## config.mk

```make
export PLATFORM = sky130hd
export DESIGN_NAME = bin2bcd_seq
export DESIGN_NICKNAME = d
export VERILOG_FILES = /design/src/rtl/bin2bcd_seq.sv
export SDC_FILE = /design/constraint.sdc
export NUM_CORES = 1
export LEC_CHECK = 0
export ABC_CLOCK_PERIOD_IN_PS = 1700
export CORE_ASPECT_RATIO = 1.2
export CORE_MARGIN = 5
export CORE_UTILIZATION = 50
export CTS_CLUSTER_SIZE = 10
export DETAILED_ROUTE_END_ITERATION = 6
export PLACE_DENSITY = 0.7
export SLEW_MARGIN = 0
export SYNTH_ARGS = -nofsm -noshare
export SYNTH_HDL_FRONTEND = slang
export SYNTH_SLANG_ARGS = --single-unit
```

## constraint.sdc

```tcl
create_clock -name clk -period 1.7 [get_ports clk]
set_input_delay 0.34 -clock clk [delete_from_list [all_inputs] [get_ports clk]]
set_output_delay 0.34 -clock clk [all_outputs]
set_load 0.02 [all_outputs]
```

## src/rtl/bin2bcd_seq.sv

```systemverilog
// Sequential binary-to-BCD converter (shift-and-add-3) producing an 8-digit packed BCD word.
// Values above 99,999,999 bypass the shifter and saturate the display to all nines.
module bin2bcd_seq #(
    parameter int BIN_W = 27
) (
    input  logic             clk,
    input  logic             rst,
    input  logic             start,
    input  logic [BIN_W-1:0] bin,
    output logic             busy,
    output logic             done,
    output logic [31:0]      nums,
    output logic             nums_valid,
    output logic             ovf
);

    localparam int              CNT_W    = $clog2(BIN_W + 1);
    localparam logic [CNT_W-1:0] LAST_CNT = CNT_W'(BIN_W - 1);
    localparam logic [31:0]     MAX_DEC  = 32'd99_999_999;

    typedef enum logic [1:0] {
        IDLE   = 2'd0,
        SHIFT  = 2'd1,
        FINISH = 2'd2
    } state_t;

    state_t             state_q, state_d;
    logic [BIN_W-1:0]   shreg_q, shreg_d;
    logic [31:0]        bcd_q, bcd_d;
    logic [CNT_W-1:0]   cnt_q, cnt_d;
    logic               ovf_pend_q, ovf_pend_d;
    logic [31:0]        nums_q, nums_d;
    logic               ovf_q, ovf_d;
    logic               done_q, done_d;
    logic               valid_q, valid_d;
    logic [31:0]        bcd_adj;
    logic [31:0]        bin_wide;

    // Each nibble corrected independently; no carry crosses a digit boundary.
    function automatic logic [31:0] add3_nibbles(input logic [31:0] b);
        logic [31:0] r;
        r = b;
        for (int i = 0; i < 8; i++) begin
            if (b[4*i +: 4] >= 4'd5) begin
                r[4*i +: 4] = b[4*i +: 4] + 4'd3;
            end
        end
        return r;
    endfunction

    assign bcd_adj  = add3_nibbles(bcd_q);
    assign bin_wide = 32'(bin);

    always_comb begin
        state_d    = state_q;
        shreg_d    = shreg_q;
        bcd_d      = bcd_q;
        cnt_d      = cnt_q;
        ovf_pend_d = ovf_pend_q;
        nums_d     = nums_q;
        ovf_d      = ovf_q;
        done_d     = 1'b0;
        valid_d    = valid_q;

        case (state_q)
            IDLE: begin
                if (start) begin
                    shreg_d    = bin;
                    bcd_d      = 32'h0;
                    cnt_d      = '0;
                    ovf_pend_d = (bin_wide > MAX_DEC);
                    state_d    = (bin_wide > MAX_DEC) ? FINISH : SHIFT;
                end
            end
            SHIFT: begin
                {bcd_d, shreg_d} = {bcd_adj, shreg_q} << 1;
                cnt_d            = cnt_q + CNT_W'(1);
                if (cnt_q == LAST_CNT) begin
                    state_d = FINISH;
                end
            end
            FINISH: begin
                nums_d  = ovf_pend_q ? 32'h9999_9999 : bcd_q;
                ovf_d   = ovf_pend_q;
                done_d  = 1'b1;
                valid_d = 1'b1;
                state_d = IDLE;
            end
            default: begin
                state_d = IDLE;
            end
        endcase
    end

    always_ff @(posedge clk) begin
        if (rst) begin
            state_q    <= IDLE;
            shreg_q    <= '0;
            bcd_q      <= 32'h0;
            cnt_q      <= '0;
            ovf_pend_q <= 1'b0;
            nums_q     <= 32'h0;
            ovf_q      <= 1'b0;
            done_q     <= 1'b0;
            valid_q    <= 1'b0;
        end else begin
            state_q    <= state_d;
            shreg_q    <= shreg_d;
            bcd_q      <= bcd_d;
            cnt_q      <= cnt_d;
            ovf_pend_q <= ovf_pend_d;
            nums_q     <= nums_d;
            ovf_q      <= ovf_d;
            done_q     <= done_d;
            valid_q    <= valid_d;
        end
    end

    assign busy       = (state_q != IDLE);
    assign done       = done_q;
    assign nums       = nums_q;
    assign nums_valid = valid_q;
    assign ovf        = ovf_q;

endmodule

```

==> flow_metrics.env, run 1 <==
export IMPL_status="complete, no violations"
export IMPL_routed_wl_mm=11.2
export IMPL_nets=708
export IMPL_crit_family="buffers and inverters"
export IMPL_critPathCaptureType="output pin"
export IMPL_cp_slowest_stage_delay_ps=620
export IMPL_cts_resized=3
export IMPL_io_buffer_count=65
export IMPL_multi_input_area_mm2=0.00249
export IMPL_die_height_um=117
export IMPL_num_antenna_cells=0
export IMPL_cts_buffer_depth=2
export IMPL_r2r_start="bcd_q[1]"
export IMPL_hold_path_class="flip-flop to flip-flop"
export IMPL_regArea_mm2=0.00204
export IMPL_grt_pass1_vias=4124
export IMPL_power_mw=5.64
export IMPL_cts_tree="done"
export IMPL_clk_pin_slew_ps=70
export IMPL_whs_ps=452
export IMPL_syn_area_per_cell_um2=7.86
export IMPL_drc=0
export IMPL_drive_gt1_share_pct=6.32
export IMPL_fin_crit_ps=1660
export IMPL_die_area_mm2=0.0116
export IMPL_hold_viol=0
export IMPL_synth_edf_count=0
export IMPL_die_w_um=99.2
export IMPL_clock_sink_count=102
export IMPL_postCtsHoldBufs=0
export IMPL_ios=66
export IMPL_ys_seq_area_share_pct=42.8
export IMPL_synth_warning_count=0
export IMPL_initial_core_util_pct=50.6
export IMPL_syn_inst=607
export IMPL_maxUsedRoutingLayer="met4"
export IMPL_synth_area_leaders="dfxtp_1 43%, nor2_1 8.7%, a21oi_1 7.7%, nor3_1 7.1%, ha_1 4.7%"
export IMPL_track_usage_pct=20.2
export IMPL_drv_cap=0
export IMPL_worst_r2r_setup_slack_ps=150
export IMPL_async_flop_share_pct=0
export IMPL_final_cell_mix="108 x nor2_1, 101 x dfxtp_1, 73 x a21oi_1"
export IMPL_cts_root_buf="clkbuf_16"
export IMPL_row_count=39
export IMPL_worstSetupPathDepth=1
export IMPL_drt_iter0_markers=238
export IMPL_power_density_mw_per_mm2=952
export IMPL_rsz0062_at_grt="no"
export IMPL_synth_seq_cells=102
export IMPL_timing_slew_headroom_pct=54.4
export IMPL_setup_worst_path_end="nums[11]"
export IMPL_crit_required_ps=1360
export IMPL_antenna_found_initial=0
export IMPL_grt_pass1_wl_mm=19.1
export IMPL_synth_top_area_share_pct=42.8
export IMPL_vias=4214
export IMPL_grt_overflow=0
export IMPL_drt_met1_wl_mm=4.88
export IMPL_p_leak_nw=2.31
export IMPL_ys_flop_type="dfxtp_1"
export IMPL_crit_path_start_kind="flip-flop"
export IMPL_tightestPinTransition_ps=684
export IMPL_clock_latency_ps=340
export IMPL_crit_type="flip-flop to output pin"
export IMPL_num_fill_cells=822
export IMPL_routabilityCongestion=0.799
export IMPL_cts_setup_buffers=0
export IMPL_grt_max_degree=88
export IMPL_crit_slowest_cell="clkdlybuf4s50_1"
export IMPL_ys_types=35
export IMPL_r2r_end="bcd_q[2]"
export IMPL_drv_slew=0
export IMPL_dp_final_hpwl_mm=7.47
export IMPL_r2r_cells=6
export IMPL_peakVddDrop_uv=642
export IMPL_layout_commonest_cell="nor2_1"
export IMPL_setup_viol=0
export IMPL_wl_met3_um=636
export IMPL_crit_start="nums[11]"
export IMPL_fmax_mhz=602
export IMPL_routed_wl_met2_mm=5.53
export IMPL_area_growth_syn_to_layout_pct=24.3
export IMPL_fin_util_pct=62.9
export IMPL_yosysTopAreaCell="dfxtp_1"
export IMPL_vias_per_cell=5.35
export IMPL_crit_fanout=2
export IMPL_cts_buffers=9
export IMPL_syn_nets=655
export IMPL_h_tree_depth=3
export IMPL_synthesis_area_mm2=0.00477
export IMPL_post_drt_wl_per_cell_um=14.2
export IMPL_antenna_left=0
export IMPL_cp_data_arrival_time_ps=1320
export IMPL_period_share_pct=97.6
export IMPL_critical_path_buf_inv_count=1
export IMPL_path_cells="clkdlybuf4s50_1"
export IMPL_design_core_area_mm2=0.00942
export IMPL_finClkSkew_ps=6.39
export IMPL_drt_first_pass_iters=4
## per-stage QoR
step                std cells  setup TNS (ps)  setup WS, ps  area (um^2)
detailed placement        772           -1180         -81.4         5590
CTS                       788               0          17.0         5920
floorplan                 607               0           356         4770
global placement          772            -335         -38.4         5590
global route              788               0          1.26         5930
finish                    788               0          40.0         5930
## worst min-delay path by stage
stage | from | to | slack, ps | cells past startpoint
after floorplan | bcd_q[29] | bcd_q[29] | 450 | 1
after global placement | nums[29] | nums[29] | 440 | 2
after detailed placement | nums[26] | nums[26] | 450 | 2
after CTS | nums[17] | nums[17] | 450 | 2
after global routing | nums[30] | nums[30] | 470 | 2
final | nums[6] | nums[6] | 450 | 2
## cell usage after synthesis (10+ instances only)
master	instances
buf_2	18
o21ai_0	16
nand2_1	29
or3_1	15
nor2_1	110
a21oi_1	73
nand3_1	14
inv_1	19
clkbuf_1	21
nor2b_1	27
a22o_1	16
dfxtp_1	102
ha_1	18
nand2b_1	10
nor3_1	68
## power breakdown
group | leakage (nW) | internal [mW] | switching (mW)
sequential | 0.831 | 2.51 | 0.0703
clock | 0.156 | 1.33 | 0.900
combinational | 1.32 | 0.357 | 0.470
## routing by layer
layer / up-vias / GRT usage (%)
met5: - / 0
met4: 0 / 7.56
met3: 13 / 4.21
met2: 115 / 35.3
met1: 1934 / 24.6
li1: 2152 / -
## sequential cells by signal (all words and copies together) (netlist names)
name,count
bcd_q,32
nums_valid,1
shreg_q,27
state_q,2
done,1
ovf_pend_q,1
cnt_q,5
ovf,1
nums,32
## cells by family after synthesis
kind of cell / Yosys count / share of synthesized area [%]
AO/OA/AOI/OAI: 113 / 13.6
XOR/XNOR: 15 / 2.75
adder cells (fa/ha/maj): 18 / 4.72
buffers and inverters: 60 / 5.19
flip-flops: 102 / 42.8
multiplexers: 8 / 1.68
AND/OR/NAND/NOR: 291 / 29.2
## final cells by class
class	count	share of cell area [%]
multi-input cells	445	42.0
flip-flops and latches	102	34.5
repair buffers	83	14.3
clock buffers	11	4.10
well taps	123	2.60
clock inverters	5	1.37
inverters	19	1.20
Note: power is estimated with default switching activity, not from simulation.
==> run 2: changes to the inputs <==
--- a/config.mk
+++ b/config.mk
@@ -12,6 +12,7 @@
 export CTS_CLUSTER_SIZE = 10
 export DETAILED_ROUTE_END_ITERATION = 6
 export PLACE_DENSITY = 0.7
+export SKIP_CTS_REPAIR_TIMING = 1
 export SLEW_MARGIN = 0
 export SYNTH_ARGS = -nofsm -noshare
 export SYNTH_HDL_FRONTEND = slang
==> flow_metrics.env, run 2 (same netlist as run 1, synthesis figures left out) <==
export IMPL_ios=66
export IMPL_cts_buffers=9
export IMPL_grt_pass1_vias=4118
export IMPL_p_leak_nw=2.32
export IMPL_routed_wl_mm=11.1
export IMPL_nets=708
export IMPL_hold_path_class="flip-flop to flip-flop"
export IMPL_layout_commonest_cell="nor2_1"
export IMPL_grt_pass1_wl_mm=19.1
export IMPL_cp_data_arrival_time_ps=1330
export IMPL_critical_path_buf_inv_count=1
export IMPL_crit_family="buffers and inverters"
export IMPL_die_area_mm2=0.0116
export IMPL_grt_util_met3_pct=4.21
export IMPL_hp_start="nums[6]"
export IMPL_grt_use_met2_pct=35.3
export IMPL_period_share_pct=98.1
export IMPL_use_met1_pct=24.5
export IMPL_num_antenna_cells=0
export IMPL_grt_busiest_layer="met2"
export IMPL_crit_type="flip-flop to output pin"
export IMPL_setup_tns_ps=0
export IMPL_clock_latency_ps=350
export IMPL_grt_overflow=0
export IMPL_drt_first_pass_iters=4
export IMPL_hold_viol=0
export IMPL_fin_crit_ps=1670
export IMPL_crit_path_start_kind="flip-flop"
export IMPL_power_mw=5.64
export IMPL_final_cell_count_no_fill=788
export IMPL_cts_root_buf="clkbuf_16"
export IMPL_crit_start="nums[11]"
export IMPL_power_density_mw_per_mm2=952
export IMPL_crit_slowest_cell="clkdlybuf4s50_1"
export IMPL_crit_fanout=2
export IMPL_io_buffer_count=65
export IMPL_die_height_um=117
export IMPL_drive_gt1_share_pct=6.32
export IMPL_cts_buffer_depth=2
export IMPL_drc=0
export IMPL_row_count=39
export IMPL_worst_r2r_setup_slack_ps=150
export IMPL_rsz0062_at_grt="no"
export IMPL_r2r_start="bcd_q[1]"
export IMPL_crit_required_ps=1360
export IMPL_grt_max_degree=88
export IMPL_peakVddDrop_uv=644
export IMPL_cp_slowest_stage_delay_ps=620
export IMPL_cts_tree="done"
export IMPL_antenna_found_initial=0
export IMPL_routabilityCongestion=0.799
export IMPL_timing_slew_headroom_pct=55.9
export IMPL_fmax_mhz=600
export IMPL_antenna_left=0
export IMPL_vias=4256
export IMPL_drv_cap=0
export IMPL_drv_slew=0
export IMPL_final_cell_mix="109 x nor2_1, 100 x dfxtp_1, 73 x a21oi_1"
export IMPL_area_growth_syn_to_layout_pct=24.3
export IMPL_initial_core_util_pct=50.6
export IMPL_track_usage_pct=20.2
export IMPL_status="complete, no violations"
export IMPL_design_core_area_mm2=0.00942
export IMPL_clock_sink_count=102
export IMPL_tightestPinTransition_ps=661
export IMPL_dp_cells=772
export IMPL_path_cells="clkdlybuf4s50_1"
export IMPL_finClkSkew_ps=5.95
export IMPL_critPathCaptureType="output pin"
export IMPL_setup_viol=0
export IMPL_h_tree_depth=3
export IMPL_vias_per_cell=5.40
export IMPL_die_w_um=99.2
export IMPL_post_drt_wl_per_cell_um=14.1
export IMPL_dp_final_hpwl_mm=7.47
export IMPL_clk_pin_slew_ps=70
export IMPL_drt_iter0_markers=241
-- run 2: per-stage QoR --
step           util [%]  setup WS [ps]  cell area [um^2]  hold WS, ps
2_1_floorplan         -            356              4770          449
3_3_place_gp       59.4          -38.4              5590          440
3_5_place_dp       59.4          -81.4              5590          447
4_1_cts            62.8           -263              5920          455
5_1_grt            63.0           1.26              5930          472
6_report           63.0           32.4              5930          452
-- run 2: final cells by class --
type / instances / area [um^2]
fill: 822 / 3490
multi-input combinational: 445 / 2480
inverter: 19 / 71.3
sequential: 102 / 2040
clock buffer: 11 / 243
clock inverter: 5 / 81.3
tap: 123 / 154
timing repair buffer: 83 / 851
-- run 2: worst paths after layout --
| check | endpoint | cells after the start |
|---|---|---|
| worst max-delay path | nums[11] | 1 |
| worst min-delay path | nums[6] | 2 |
| worst max register to register | bcd_q[2] | 6 |
| worst min register to register | nums[6] | 2 |
-- run 2: power breakdown --
| group | internal (mW) | total (mW) | switching, mW |
|---|---|---|---|
| clock network | 1.33 | 2.23 | 0.901 |
| logic | 0.358 | 0.828 | 0.470 |
| registers | 2.51 | 2.58 | 0.0697 |
-- run 2: layer usage --
| metal | vias up | wire (um) |
|---|---|---|
| met5 | - | 0 |
| met4 | 0 | 184 |
| met3 | 15 | 667 |
| met2 | 125 | 5340 |
| met1 | 1962 | 4960 |
| li1 | 2154 | - |
==> edit (settings of run 2) <==
Set the parameter `BIN_W` to 54 (it was 27).
--- a/src/rtl/bin2bcd_seq.sv
+++ b/src/rtl/bin2bcd_seq.sv
@@ -1,7 +1,7 @@
 // Sequential binary-to-BCD converter (shift-and-add-3) producing an 8-digit packed BCD word.
 // Values above 99,999,999 bypass the shifter and saturate the display to all nines.
 module bin2bcd_seq #(
-    parameter int BIN_W = 27
+    parameter int BIN_W = 54
 ) (
     input  logic             clk,
     input  logic             rst,
Ports: changed (resized bin); port bits go from 66 to 93. The function was not compared with the original's and may differ.
==> edit against run 2 <==
- synthesized area rose by 19%
- global-route usage rose by 1.2 points
- combinational power fell by 2.9%
- wire length rose by 26%
- largest power group is now clock
- critical path depth did not move
- power rose by 44%
- largest cell class unchanged
- sequential cell count rose by 28
- highest routed layer unchanged
- final area rose by 31%
- setup slack improved by 21 ps
==> edit: results (changes against run 2) <==
Status
  • Status: finished clean

Placement
  • Final HPWL DP: 9490 um (+27%)
  • Port bufs: 92 (+42%)
  • Placed cell areas: 0.00702 mm^2 (+26%)
  • Post-Place Cells: 941 (+22%)
  • Routability Congestion: 0.834 (+4.3%)
  • Setup WS pre-CTS: -150 ps (-68.4 ps)

Synthesis
  • XOR/XNOR share of the synthesized area: 2.31% (-0.44 points)
  • Synth Area in Compound Gates: 10.3% (-3.2 points)
  • Syn nets: 781 (+19%)
  • Post-synthesis cell type count: 41 (+17%)
  • Top cells by count, synth: nor2_1 (189), dfxtp_1 (130), a21oi_1 (49)
  • Avg Cell Area, Syn: 8.05 um^2 (+2.5%)
  • Top post-synthesis cells by area: dfxtp_1 (46%), nor2_1 (12%), nor4_1 (5.3%)

GRT
  • Vias in the first global route: 5,321 (+29%)
  • M3 GR Usage: 5.08% (+0.87 points)
  • GR Util met1: 24.8% (+0.20 points)
  • Total track usage: 21.4% (+1.2 points)
  • First-pass GRT wire length: 23,900 um (+26%)

Clocking
  • CTS buffer count: 17 (+8)
  • H-tree depth: 4 (+1)
  • Worst skew pair latency: 410 ps (+60 ps)

Power and ir drop
  • Switching power total: 1830 uW (+27%)
  • Peak VDD IR: 0.667 mV (+3.6%)
  • Comb pwr share: 9.9% (-4.8 points)
  • Sw frac: 22.4% (-3.1 points)
  • Reg power frac: 40.1% (-5.6 points)

Setup path
  • Worst Setup SP: done$_SDFF_PP0_
  • Worst endpoint data arrival time: 1310 ps (-20 ps)
  • Worst reg2reg endpoint: bcd_q[14]$_SDFFE_PP0P_
  • Max FO, Critical Path: 1 (-1)
  • Worst R2R Setup Slack: 170 ps (+20 ps)
  • Worst path max stage delay: 590 ps (-30 ps)
  • Worst R2R Start: bcd_q[13]$_SDFFE_PP0P_

Routing
  • Met2 WL: 7060 um (+32%)
  • Met1 wire length: 6030 um (+22%)
  • Met3 routed WL: 721 um (+8.1%)

Finish
  • Non-filler instance count after layout: 973 (+23%)
  • Layout cells sized above 1: 10.1% (+3.8 points)
  • Net count reported at finish: 881 (+24%)
  • Reg area: 0.00260 mm^2 (+27%)
  • Layout filler cell count: 859 (+4.5%)

Worst hold path
  • HP Class: primary input to flop

Timing
  • Slew of the pin with the lowest slew margin: 388 ps (-273 ps)
  • Peak Freq: 607 MHz (+1.3%)
## edit: cell type report
type                            instances  area share (%)
Tap cell                              154            2.48
Multi-Input combinational cell        508            35.9
Clock buffer                           20            6.00
Clock inverter                         12            2.60
Sequential cell                       130            33.5
Inverter                               20           0.965
Timing Repair Buffer                  129            18.6
## edit: how the worst min path moves through the flow
stage                                 startpoint                 endpoint  slack (ps)  depth (start not counted)
final                                        rst     nums[2]$_SDFFE_PP0P_         310                          2
after global placement     nums[14]$_SDFFE_PP0P_    nums[14]$_SDFFE_PP0P_         440                          2
after detailed placement    nums[6]$_SDFFE_PP0P_     nums[6]$_SDFFE_PP0P_         450                          2
after global routing                         rst     nums[2]$_SDFFE_PP0P_         310                          2
after floorplan           bcd_q[29]$_SDFFE_PP0P_   bcd_q[29]$_SDFFE_PP0P_         450                          1
after CTS                                    rst  ovf_pend_q$_SDFFE_PP0P_         290                          2
